--- src/rtl/en2pulse.sv ---
// Strobe-to-pulse converter: each accepted one-cycle enable yields a HIGH_W-cycle pulse
// followed by at least GAP_W low cycles; extra strobes are queued up to PEND_MAX or dropped.
module en2pulse #(
    parameter int unsigned HIGH_W   = 4,
    parameter int unsigned GAP_W    = 2,
    parameter int unsigned PEND_MAX = 3,
    localparam int unsigned PendW   = (PEND_MAX == 0) ? 1 : $clog2(PEND_MAX + 1)
) (
    input  logic             clk_i,
    input  logic             rst_ni,
    input  logic             en_i,
    output logic             out_o,
    output logic             busy_o,
    output logic [PendW-1:0] pend_o,
    output logic             ovf_o
);

    localparam int unsigned MaxW = (HIGH_W > GAP_W) ? HIGH_W : GAP_W;
    localparam int unsigned CntW = (MaxW < 2) ? 1 : $clog2(MaxW + 1);

    localparam logic [CntW-1:0]  HighLd  = CntW'(HIGH_W - 1);
    localparam logic [CntW-1:0]  GapLd   = CntW'(GAP_W - 1);
    localparam logic [PendW-1:0] PendMax = PendW'(PEND_MAX);

    typedef enum logic [1:0] {
        StIdle,
        StHigh,
        StGap
    } state_e;

    state_e           state_q, state_d;
    logic [CntW-1:0]  cnt_q, cnt_d;
    logic             out_q, out_d;
    logic             busy_q, busy_d;
    logic [PendW-1:0] pend_q, pend_d;
    logic             ovf_q, ovf_d;
    logic             gap_end;

    assign gap_end = (state_q == StGap) && (cnt_q == '0);

    always_comb begin
        state_d = state_q;
        cnt_d   = cnt_q;
        out_d   = out_q;
        busy_d  = busy_q;
        pend_d  = pend_q;
        ovf_d   = 1'b0;

        unique case (state_q)
            StIdle: begin
                if (en_i) begin
                    state_d = StHigh;
                    cnt_d   = HighLd;
                    out_d   = 1'b1;
                    busy_d  = 1'b1;
                end
            end
            StHigh: begin
                if (cnt_q != '0) begin
                    cnt_d = cnt_q - 1'b1;
                end else begin
                    state_d = StGap;
                    cnt_d   = GapLd;
                    out_d   = 1'b0;
                end
            end
            StGap: begin
                if (cnt_q != '0) begin
                    cnt_d = cnt_q - 1'b1;
                end else if ((pend_q != '0) || en_i) begin
                    state_d = StHigh;
                    cnt_d   = HighLd;
                    out_d   = 1'b1;
                end else begin
                    state_d = StIdle;
                    busy_d  = 1'b0;
                end
            end
            default: begin
                state_d = StIdle;
                cnt_d   = '0;
                out_d   = 1'b0;
                busy_d  = 1'b0;
                pend_d  = '0;
            end
        endcase

        // At GAP-end one queued request is consumed, so a strobe there always fits.
        if (state_q != StIdle) begin
            if (gap_end) begin
                if (pend_q != '0 && !en_i) begin
                    pend_d = pend_q - 1'b1;
                end
            end else if (en_i) begin
                if (pend_q < PendMax) begin
                    pend_d = pend_q + 1'b1;
                end else begin
                    ovf_d = 1'b1;
                end
            end
        end
    end

    always_ff @(posedge clk_i or negedge rst_ni) begin
        if (!rst_ni) begin
            state_q <= StIdle;
            cnt_q   <= '0;
            out_q   <= 1'b0;
            busy_q  <= 1'b0;
            pend_q  <= '0;
            ovf_q   <= 1'b0;
        end else begin
            state_q <= state_d;
            cnt_q   <= cnt_d;
            out_q   <= out_d;
            busy_q  <= busy_d;
            pend_q  <= pend_d;
            ovf_q   <= ovf_d;
        end
    end

    assign out_o  = out_q;
    assign busy_o = busy_q;
    assign pend_o = pend_q;
    assign ovf_o  = ovf_q;

`ifndef SYNTHESIS
    a_out_implies_busy : assert property (@(posedge clk_i) disable iff (!rst_ni)
        out_q |-> busy_q);
    a_pend_bounded : assert property (@(posedge clk_i) disable iff (!rst_ni)
        pend_q <= PendMax);
    a_pend_only_busy : assert property (@(posedge clk_i) disable iff (!rst_ni)
        (pend_q != '0) |-> busy_q);
`endif

endmodule

--- config.mk ---
export PLATFORM = sky130hd
export DESIGN_NAME = en2pulse
export DESIGN_NICKNAME = d
export VERILOG_FILES = /design/src/rtl/en2pulse.sv
export SDC_FILE = /design/constraint.sdc
export NUM_CORES = 1
export LEC_CHECK = 0
export ABC_AREA = 1
export CAP_MARGIN = 20
export CORE_AREA = 3 3 40 42
export DETAILED_ROUTE_END_ITERATION = 16
export DIE_AREA = 0 0 43 45
export HOLD_SLACK_MARGIN = 0.03
export PLACE_DENSITY_LB_ADDON = 0.12
export SYNTH_ARGS = -nofsm -noshare
export SYNTH_HDL_FRONTEND = slang
export SYNTH_SLANG_ARGS = --single-unit
--- constraint.sdc ---
create_clock -name clk_i -period 1.4 [get_ports clk_i]
set_input_delay 0.28 -clock clk_i [delete_from_list [all_inputs] [get_ports clk_i]]
set_output_delay 0.28 -clock clk_i [all_outputs]
set_load 0.01 [all_outputs]
=== After elaboration in Yosys (flattened, before gate mapping) ===
Index checks and enable logic that the tools add are counted.

* Bitwise logic cells: 1
* Reductions and logical operators: 14
* Eq/ne operators: 8
* Multiplexer cells: 28
* Add/sub/neg operators: 3
* Order comparisons: 1

{| class="wikitable"
|+ Operator list
! kind !! count
|-
| 2-to-1 mux 2 bit || 9
|-
| 2-to-1 mux 3 bit || 4
|-
| 2-to-1 mux 1 bit || 11
|-
| one-hot mux 3 bit (3 select lines) || 1
|-
| != test 2 bit (second input constant) || 4
|-
| AND reduction 4 bit || 2
|-
| one-hot mux 1 bit (3 select lines) || 2
|-
| one-hot mux 2 bit (3 select lines) || 1
|-
| nonzero test 2 bit || 2
|-
| zero test 3 bit || 1
|-
| != test 3 x 1 -> 1 bit (second input constant) || 1
|-
| AND reduction 3 bit || 1
|-
| nonzero test 3 bit || 1
|-
| OR reduction 3 bit || 1
|-
| subtractor 3 x 1 -> 3 bit (second input constant) || 1
|-
| adder 2 x 1 -> 2 bit (second input constant) || 1
|-
| == test 2 x 1 -> 1 bit (second input constant) || 1
|-
| == test 2 bit (second input constant) || 1
|-
| logical AND 1 bit || 2
|-
| zero test 2 bit || 1
|-
| < comparator 2 bit (second input constant) || 1
|-
| != test 2 x 1 -> 1 bit (second input constant) || 1
|-
| AND reduction 2 bit || 1
|-
| subtractor 2 x 1 -> 2 bit (second input constant) || 1
|-
| 3 further kinds || 3
|}

* Logic and storage cells: 61
* Output and inout port bits: 5
* Flip-flop bits (word level): 10
* Bits of input ports: 3

=== Longest topological paths before layout ===
Gate-level depths: netlist of the first run.

* Word-level depth: 7
* Mapped depth: 9

=== Worst setup path after synthesis of the first run ===
OpenSTA, ideal clock, no wires.

* Kind: register to register
* From: register pend_q[0] (netlist: pend_o[0])
* To: register cnt_q[0]
* Slack: 0.156 ns
* Period minus slack after synthesis: 1.244 ns
* Buffers on the path: 0
* Setup time: 0.118 ns
* Arrival time: 1.127 ns
* Data required time: 1.282 ns
* Cell stages (with the launch flop): 9
* Cells stage by stage: dfrtp_1 -> inv_1 -> ha_1 -> nand2_1 -> inv_1 -> a21oi_4 -> inv_2 -> nand2_1 -> nand2_1

* Word-level cells in the longest chain between the ends: 4

{| class="wikitable"
|+ Ends and longest elaborated chain
! item !! line !! text
|-
| start: declaration || 35 || <nowiki>logic [PendW-1:0] pend_q, pend_d;</nowiki>
|-
| start signal: assignment || 117 || <nowiki>pend_q <= pend_d;</nowiki>
|-
| nonzero test 2 bit || 70 || <nowiki>end else if ((pend_q != '0) || en_i) begin</nowiki>
|-
| logical OR 1 bit || 70 ||
|-
| != test 3 x 1 -> 1 bit (no source line) || - ||
|-
| AND reduction 2 bit (no source line) || - ||
|-
| end signal: assignment || 114 || <nowiki>cnt_q <= cnt_d;</nowiki>
|-
| end: declaration || 32 || <nowiki>logic [CntW-1:0] cnt_q, cnt_d;</nowiki>
|}

No other way between the ends.
A chain may end at the register's enable or synchronous reset.

=== Worst setup path after layout of the first run ===
* From: register pend_q[0] (netlist: pend_o[0])
* To: output pend_o[0]

{| class="wikitable"
|+ RTL lines
! item !! line !! text
|-
| end: declaration || 14 || <nowiki>output logic [PendW-1:0] pend_o,</nowiki>
|}

No word-level cell between the ends.

==> results of run 1 <==
==> metrics by stage <==
stage	hold WS [ns]	instances	cell area [um2]	setup WS, ns
floorplan	-0.0156	84	638	0.156
global placement	0.454	109	749	-0.0460
detailed placement	0.490	109	749	-0.0724
CTS	0.358	113	773	0.00533
global route	0.375	114	816	0.00154
finish	0.338	114	816	0.0472
==> report_power, final <==
group | switching (mW) | internal, mW
Sequential | 0.134 | 0.416
Combinational | 0.626 | 0.463
Clock | 0.0990 | 0.0993
Total | 0.859 | 0.978
==> cell families (layout without fill, tap and decap cells) <==
logic type | after synthesis | count (layout)
AOI/OAI and AO/OA | 6 | 6
buffers and inverters | 14 | 29
and+or+nand+nor | 51 | 51
DFF | 10 | 10
muxes | 1 | 1
adders and majority gates | 2 | 2
==> layer usage <==
layer	GRT usage (%)	vias to the layer above	wire (um)
met2	26.0	10	657
met4	7.23	0	11
li1	-	292	-
met3	3.59	2	45
met5	0	-	0
met1	20.2	253	621
==> layout by cell type, fill, tap and decap left out <==
cell type	Yosys	routed
ha_4	0	1
nor2_4	4	4
nor2_2	2	4
inv_4	1	1
inv_2	4	5
inv_1	9	8
nor2_1	4	2
nand3_2	1	2
dfrtp_1	10	10
dlygate4sd2_1	0	5
clkbuf_4	0	3
a22oi_1	1	1
ha_2	0	1
nand2_1	30	29
mux2_2	1	1
a21oi_1	2	1
a21oi_2	1	2
nand4_1	1	1
clkdlybuf4s50_1	0	2
buf_4	0	4
nand2_2	2	3
buf_6	0	1
a21oi_4	1	1
o21ai_1	1	1
nand3_1	7	6
==> worst max-delay path, stage by stage, from the launching register on <==
cell and delay [ns]:
dfrtp_1 0.40, buf_4 0.14, dlygate4sd2_1 0.27
==> worst paths after layout <==
kind	from	to	slack, ns	depth (start not counted)
max	pend_o[0]$_DFF_PN0_	pend_o[0]	0.05	2
min	rst_ni	state_q[0]$_DFFE_PN0P_	0.34	1
max reg2reg	pend_o[0]$_DFF_PN0_	busy_o$_DFFE_PN0P_	0.09	9
min reg2reg	out_o$_DFFE_PN0P_	out_o$_DFFE_PN0P_	0.49	2
max in group asynchronous	rst_ni	pend_o[1]$_DFF_PN0_	0.75	1
min in group clk_i	out_o$_DFFE_PN0P_	out_o$_DFFE_PN0P_	0.49	2
==> sequential cells by signal, summed over array words and instances (netlist names) <==
register  cells
pend_o        2
state_q       2
ovf_o         1
cnt_q         3
out_o         1
busy_o        1
==> final cells by class <==
cell class	instances	area, um2
clock buffer	3	22.5
inverter	14	55.1
sequential	10	250
fill	114	469
tap	15	18.8
multi-input combinational	60	364
timing repair buffer	12	105
==> timing repair <==
| action | 4_1_cts | 5_1_grt |
|---|---|---|
| gates resized for setup | 5 | 10 |
| setup endpoints to repair | 5 | 8 |
| setup buffers | 1 | 1 |
| pin swaps | 0 | 3 |
==> flow_metrics.tcl, run 1 <==
set metrics [dict create \
    status "finished clean" \
    insertion_delay_ns 0.26 \
    clock_skew_ns 0.000777 \
    drt_pass1_iterations 3 \
    min_path_type "in2async" \
    wirelength_mm 1.34 \
    diodes 0 \
    synth.most_common_cell "nand2_1" \
    tns_ns 0 \
    fin_crit_sh_pct 96.6 \
    synth-compound-area-share_pct 7.45 \
    synthesis.area_um2 638 \
    design.core.area_um2 1280 \
    dieWidth_um 43 \
    synth_top_area_share_pct 39.2 \
    grt_util_all_layers_pct 15.9 \
    leakage_nw 0.424 \
    ioPinCount 8 \
    portBuffers 7 \
    grt_start_max_net_pins 11 \
    yosys.area_share.simple_pct 39.0 \
    yosys.area_share.adder_pct 3.92 \
    synthArstFlopShare_pct 100 \
    synth_cells 84 \
    syn-num-nets 89 \
    muxShareOfSynthArea_pct 1.76 \
    finalPower_mw 1.84 \
    grt_overflow 0 \
    drive_gt1_share_pct 33.3 \
    grt_antenna_before_repair 0 \
    fmax_mhz 739 \
    drt_iter0_drc 10 \
    gp_congestion 0.712 \
    finalNetCount 106 \
    worst_slew_pin_slew_ns 0.468 \
    critPathLaunchType "flop" \
    synth_top_area_cell "dfrtp_1" \
    crit_fanout 2 \
    cp-end-kind "output pin" \
    initial_core_util_pct 49.7 \
    ant_nets 0 \
    maxCapViolCount 0 \
    cp.required_ns 1.12 \
    fin_util_pct 63.5 \
    synth_cell_types 19 \
    rsz0062_at_grt "no" \
    die-area_um2 1940 \
    fin_crit_ns 1.35 \
    die_h_um 45 \
    avgSynthCellArea_um2 7.60 \
    root_buffer "clkbuf_4" \
    routedWlPerCell_um 11.7 \
    setup_viol 0 \
    routed-via-count 557 \
    synth_commonest_cells "nand2_1 (30), dfrtp_1 (10), inv_1 (9)" \
    irDropWorstVdd_mv 1.10 \
    htreeDepth 1 \
    row_count 13 \
    cp.arrival_ns 1.07 \
    synth_edf_count 0 \
    clockBufferDepth 2 \
    drc 0 \
    ys_ff_latch 10 \
    path_clk_slew_ns 0.07 \
    yosysWarnings 0 \
    synth_top_family_by_area "simple AND/OR/NAND/NOR gates" \
    final-hold-violation-count 0 \
    tritoncts "done" \
    yosysSeqAreaShare_pct 39.2 \
    areaGrowthSynthToFinish_pct 27.8 \
    cts_sinks 10 \
    numCtsBuffers 3 \
    relSlewSlack_pct 68.7 \
    grt_pass1_vias 549 \
    viasPerCell 4.89 \
    critPathKind "reg2out" \
    powerDensity_nw_per_um2 2250 \
    final_max_slew_viol_count 0 \
    dpl.hpwl_um 957 \
    grt_first_pass_wirelength_mm 2.27 \
    synthTopCellsByArea "dfrtp_1 (39%), nand2_1 (18%), nor2_4 (7.1%)" \
    synthFlopType "dfrtp_1" \
    synth_xor_area_share_pct 0 \
    cts_hold_buffers 0 \
]
No activity file was read; power rests on OpenSTA's default activity.
==> inputs of run 2 (changes only) <==
--- a/config.mk
+++ b/config.mk
@@ -11,6 +11,7 @@
 export DETAILED_ROUTE_END_ITERATION = 16
 export DIE_AREA = 0 0 43 45
 export HOLD_SLACK_MARGIN = 0.03
+export MAX_ROUTING_LAYER = met4
 export PLACE_DENSITY_LB_ADDON = 0.12
 export SYNTH_ARGS = -nofsm -noshare
 export SYNTH_HDL_FRONTEND = slang
==> results of run 2 <==
The final DEF is identical to that of run 1; final timing and power are the same.
Among the figures that moved: final weighted congestion in routability-driven placement 0.712 -> 0.720; overall routing resource usage 15.9% -> 16.4%
==> RTL edit 1, RTL diff (settings of run 1) <==
`GAP_W`: 2 -> 4.
--- a/src/rtl/en2pulse.sv
+++ b/src/rtl/en2pulse.sv
@@ -4,3 +4,3 @@
     parameter int unsigned HIGH_W   = 4,
-    parameter int unsigned GAP_W    = 2,
+    parameter int unsigned GAP_W    = 4,
     parameter int unsigned PEND_MAX = 3,
Check against the original RTL: not equivalent (a bounded check fails within 10 cycles, from zero or initial values and one cycle with rst_ni low).
==> RTL edit 1 against run 1 <==
- sequential cell count stayed put
- register-to-register slack worse by 70 ps
- die area stayed put
- sequential power is 3% lower
- critical path type is now register to register
- cell area is 17% higher
- highest routed layer unchanged
- utilization is 11 points higher
- hold slack worse by 14 ps
- cell count is 18% higher
- wire length is 29% higher
- maximum frequency is 2.3% lower
- critical endpoint is now out_o
- setup slack worse by 32 ps
- area after synthesis is 18% higher
- total power is 35% higher
==> RTL edit 1: results (changes against run 1) <==
Status
Status: finished, final reports clean (unchanged).

Global route
The via count of the first global-routing pass is 615 (was 549). The global-route wire length before repair is 2680 µm (was 2270 µm). The global route total overflow is 0 (unchanged). The overall global routing resource usage was 19.0% (was 15.9%).

The pin count of the biggest net entering global routing is 11 (unchanged).

Drt
The post-detailed-route wirelength per cell is 12.9 µm (was 11.7 µm). The first-pass detailed-route iteration total was 4 (was 3). The violation count after the first detailed-route iteration was 28 (was 10). The routed wire length was 1720 µm (was 1340 µm).

The average vias per placed instance is 5.32 (was 4.89).

Final layout
The number of nets in the final layout is 133 (was 106). The number of antenna repair diodes is 0 (unchanged). The area occupied by multi-input gates came to 494 µm² (was 364 µm²). The filler cell count was 99 (was 114). The share of final-layout standard cells stronger than drive strength 1 was 26.1% (was 33.3%).

The largest register by flop count was cnt_q (unchanged).

Setup path
The critical path's slowest cell is sky130_fd_sc_hd__dfrtp_1 (unchanged). The startpoint of the worst setup timing path is pend_o[0] (unchanged). The kind of cell adding the most delay to the critical path is flip-flops (was buffers and inverters). The peak fanout along the critical path is 4 (was 2).

Yosys
The synthesized net count is 116 (was 89). The distinct cell type count after synthesis is 19 (unchanged). The number of register bits inferred by synthesis is 10 (unchanged). The fraction of the yosys area taken by sequential cells is 33.2% (was 39.2%). The post-synthesis area per instance came to 7.24 µm² (was 7.60 µm²). The async set-or-reset flop fraction in the synthesized netlist is 100% (unchanged). Synth area leaders: sky130_fd_sc_hd__dfrtp_1 33%, sky130_fd_sc_hd__nand2_1 17%, sky130_fd_sc_hd__ha_1 15% (was sky130_fd_sc_hd__dfrtp_1 39%, sky130_fd_sc_hd__nand2_1 18%, sky130_fd_sc_hd__nor2_4 7.1%). The number of synthesis warnings is 0 (unchanged). Ranking of synthesized cells by instance count: 34 x sky130_fd_sc_hd__nand2_1, 13 x sky130_fd_sc_hd__inv_1, 12 x sky130_fd_sc_hd__nand3_1 (was 30 x sky130_fd_sc_hd__nand2_1, 10 x sky130_fd_sc_hd__dfrtp_1, 9 x sky130_fd_sc_hd__inv_1).

CTS
The root buffer selected by CTS is sky130_fd_sc_hd__clkbuf_4 (unchanged). After clock tree synthesis, the clock-pin slew on the worst setup and hold paths is 60 ps. The maximum root-to-sink buffer count is 2 (unchanged). The number of H-tree branching levels came to 1 (unchanged).

The clock network latency to the later pin of the worst-skew pair is 270 ps. The TritonCTS buffer count is 3 (unchanged).

STA
The maximum clock skew at final layout is 3.72 ps (was 0.777 ps). The worst slew margin relative to its limit is 70.1% (was 68.7%).

Placed design
The final weighted congestion in routability-driven placement came to 0.817 (was 0.712). The number of port buffers is 7 (unchanged). The area of placed instances was 857 µm² (was 749 µm²).

The placed wire-length estimate after detailed placement is 1140 µm (was 957 µm). The cell count after placement is 128 (was 109).

Power and ir drop
The leakage power of the design was 0.000495 µW (was 0.000424 µW). The worst supply voltage drop on vdd was 1.69 mV (was 1.10 mV).

Hold path
The type of the worst min-delay path is input port to asynchronous set/reset pin (unchanged).
RTL edit 1: power breakdown:
part / switching (µW) / internal [µW] / total, µW / leakage [µW]
clock network: 97.5 / 99.3 / 197 / 0.0000138
logic: 1030 / 720 / 1750 / 0.000357
registers: 102 / 431 / 533 / 0.000124
total: 1230 / 1250 / 2480 / 0.000495
RTL edit 1: metal layers:
metal  routed length, µm  vias to the layer above  GRT usage [%]
met5                   0                        -              0
met4                  21                        0           9.04
met3                  73                        2           7.57
met2                 829                       19           26.0
met1                 800                      329           26.1
li1                    -                      363              -
RTL edit 1: area by class of cell:
class                           instances  area share [%]
Sequential cell                        10            26.3
Tap cell                               15            1.96
Clock buffer                            3            2.36
Inverter                               18            7.07
Multi-Input combinational cell         76            51.7
Timing Repair Buffer                   12            10.6
RTL edit 1: final timing paths:
check,end,depth (start not counted),slack [ps]
min,ovf_o,1,320
min reg2reg,out_o,2,480
max,out_o,7,20
min in group clk_i,out_o,2,480
max reg2reg,out_o,7,20
max in group asynchronous,state_q[1],1,740
RTL edit 1: repair_timing:
action,CTS,global route
pin swaps,0,3
setup buffers,0,3
hold buffers,0,0
setup endpoints to repair,5,10
gates resized for setup,5,16
RTL edit 1: metrics by stage:
stage	setup TNS, ps	hold slack, ps	setup slack (ps)
2_1_floorplan	0	-15.6	90.4
3_3_place_gp	-107	461	-41.3
3_5_place_dp	-353	467	-84.8
4_1_cts	0	344	10.1
5_1_grt	-111	361	-88.5
6_report	0	324	15.4
RTL edit 1: kinds of logic (layout without fill, tap and decap cells):
kind of cell	count (synthesis)	after routing	synth area share [%]
adders and majority gates	9	9	15.0
DFF	10	10	33.2
buffers and inverters	18	33	8.97
AOI/OAI and AO/OA	11	11	9.14
and+or+nand+nor	56	56	33.7
==> RTL edit 2, RTL diff (config.mk and constraints of run 1) <==
Made on the original files. Encoding of `state_e`: now one-hot (3 bits for 3 states).
--- a/src/rtl/en2pulse.sv
+++ b/src/rtl/en2pulse.sv
@@ -24,6 +24,6 @@
 
-    typedef enum logic [1:0] {
-        StIdle,
-        StHigh,
-        StGap
+    typedef enum logic [2:0] {
+        StIdle = 3'b001,
+        StHigh = 3'b010,
+        StGap  = 3'b100
     } state_e;
Function: no difference found for any inputs over 10 cycles, from zero or initial values and one cycle with rst_ni low; not proved beyond that.
==> RTL edit 2 against run 1 <==
- wire length rose by 36%
- area after synthesis rose by 7.8%
- sequential cell count rose by 1
- count of clock-buffer cells in the layout rose by 1
- the flow now finishes with violations (negative setup slack)
- total power rose by 27%
- cell count rose by 22%
- cell area rose by 24%
- setup slack got worse by 100 ps
==> RTL edit 2: results (changes against run 1) <==
Status
The checks that failed: negative setup slack. Status: finished, violations left (was finished, final reports clean).

Power and ir drop
The leakage power of the design was 0.000564 µW (was 0.000424 µW). The worst supply voltage drop on vdd is 1.19 mV (was 1.10 mV).

Placed design
The area of placed instances is 867 µm² (was 749 µm²). The placed wire-length estimate after detailed placement is 1060 µm (was 957 µm). The final weighted congestion in routability-driven placement came to 0.793 (was 0.712). The cell count after placement is 129 (was 109). The pre-CTS setup slack is -22.0 ps (was -72.4 ps).

Drt
The total via count after detailed routing is 736 (was 557). The violation count after the first detailed-route iteration was 18 (was 10). The first-pass detailed-route iteration total is 7 (was 3). The routed wire length is 1820 µm (was 1340 µm).

Yosys
Ranking of synthesized cells by instance count: 31 x sky130_fd_sc_hd__nand2_1, 13 x sky130_fd_sc_hd__nand3_1, 12 x sky130_fd_sc_hd__inv_1 (was 30 x sky130_fd_sc_hd__nand2_1, 10 x sky130_fd_sc_hd__dfrtp_1, 9 x sky130_fd_sc_hd__inv_1). The synthesized net count is 102 (was 89). Synth area leaders: sky130_fd_sc_hd__dfrtp_1 36%, sky130_fd_sc_hd__nand2_1 17%, sky130_fd_sc_hd__nand3_1 9.5% (was sky130_fd_sc_hd__dfrtp_1 39%, sky130_fd_sc_hd__nand2_1 18%, sky130_fd_sc_hd__nor2_4 7.1%).

The gate count of the mapped netlist came to 95 (was 84). The distinct cell type count after synthesis is 16 (was 19).

Setup path
The peak fanout along the critical path was 4 (was 2). The number of cells on the worst reg-to-reg path was 8 (was 9). The worst path arrival time was 1610 ps (was 1070 ps). The kind of cell adding the most delay to the critical path is simple AND/OR/NAND/NOR gates (was buffers and inverters).

STA
The number of failing setup endpoints in the final timing report is 1 (was 0). The maximum clock skew at final layout came to 0.698 ps (was 0.777 ps). The setup total negative slack is -55.9 ps (was 0 ps). The smallest setup slack after layout came to -55.9 ps (was 47.2 ps).

CTS
The clock-pin slew reported for the worst setup and hold paths after clock tree synthesis came to 70 ps (about the same).

Global route
The global-route wire length before repair is 2470 µm (was 2270 µm). The overall global routing resource usage is 16.8% (was 15.9%).

Final layout
The share of final-layout standard cells stronger than drive strength 1 is 34.7% (was 33.3%). The number of antenna repair diodes is 0 (unchanged). The filler cell count is 88 (was 114).
## RTL edit 2: per-layer routing
| metal | track usage [%] | wire, µm | share of wire (%) |
|---|---|---|---|
| met3 | 2.39 | 74 | 4.1 |
| met4 | 5.42 | 53 | 2.9 |
| met2 | 27.2 | 907 | 50 |
| met1 | 23.1 | 782 | 43 |
| met5 | 0 | 0 | 0 |
## RTL edit 2: final timing paths
check,startpoint,to,slack (ps)
max in group asynchronous,rst_ni,state_q[0],880
min in group clk_i,busy_o,busy_o,470
worst max register to register,cnt_q[1],pend_o[1],-60
worst max-delay path,cnt_q[1],pend_o[1],-60
worst min-delay path,rst_ni,state_q[1],300
worst min register to register,busy_o,busy_o,470
## RTL edit 2: what timing repair did
item	CTS	global route
setup endpoints to repair	8	8
gates resized for setup	9	15
pin swaps	0	6
buffers inserted	1	5
## RTL edit 2: where the power goes
part | internal [µW] | switching (µW) | leakage, µW | total (µW)
Combinational | 683 | 858 | 0.000409 | 1540
Clock | 110 | 112 | 0.0000150 | 222
Sequential | 456 | 113 | 0.000140 | 569
Total | 1250 | 1080 | 0.000564 | 2330
## RTL edit 2: area by class of cell
cell class              instances  area (µm²)  share of cell area (%)
well taps                      15        18.8                    1.85
multi-input cells              69         429                    42.4
flip-flops and latches         11         277                    27.3
clock buffers                   4        26.3                    2.60
repair buffers                 25         203                    20.0
inverters                      15        58.8                    5.81
## RTL edit 2: logic make-up (layout without fill, tap and decap cells)
group,after synthesis,count (layout),synth area share (%)
buffers and inverters,15,44,8.18
AO/OA/AOI/OAI,4,4,3.64
flip-flops,11,11,40.2
adder cells (fa/ha/maj),4,4,7.27
AND/OR/NAND/NOR,61,61,40.7
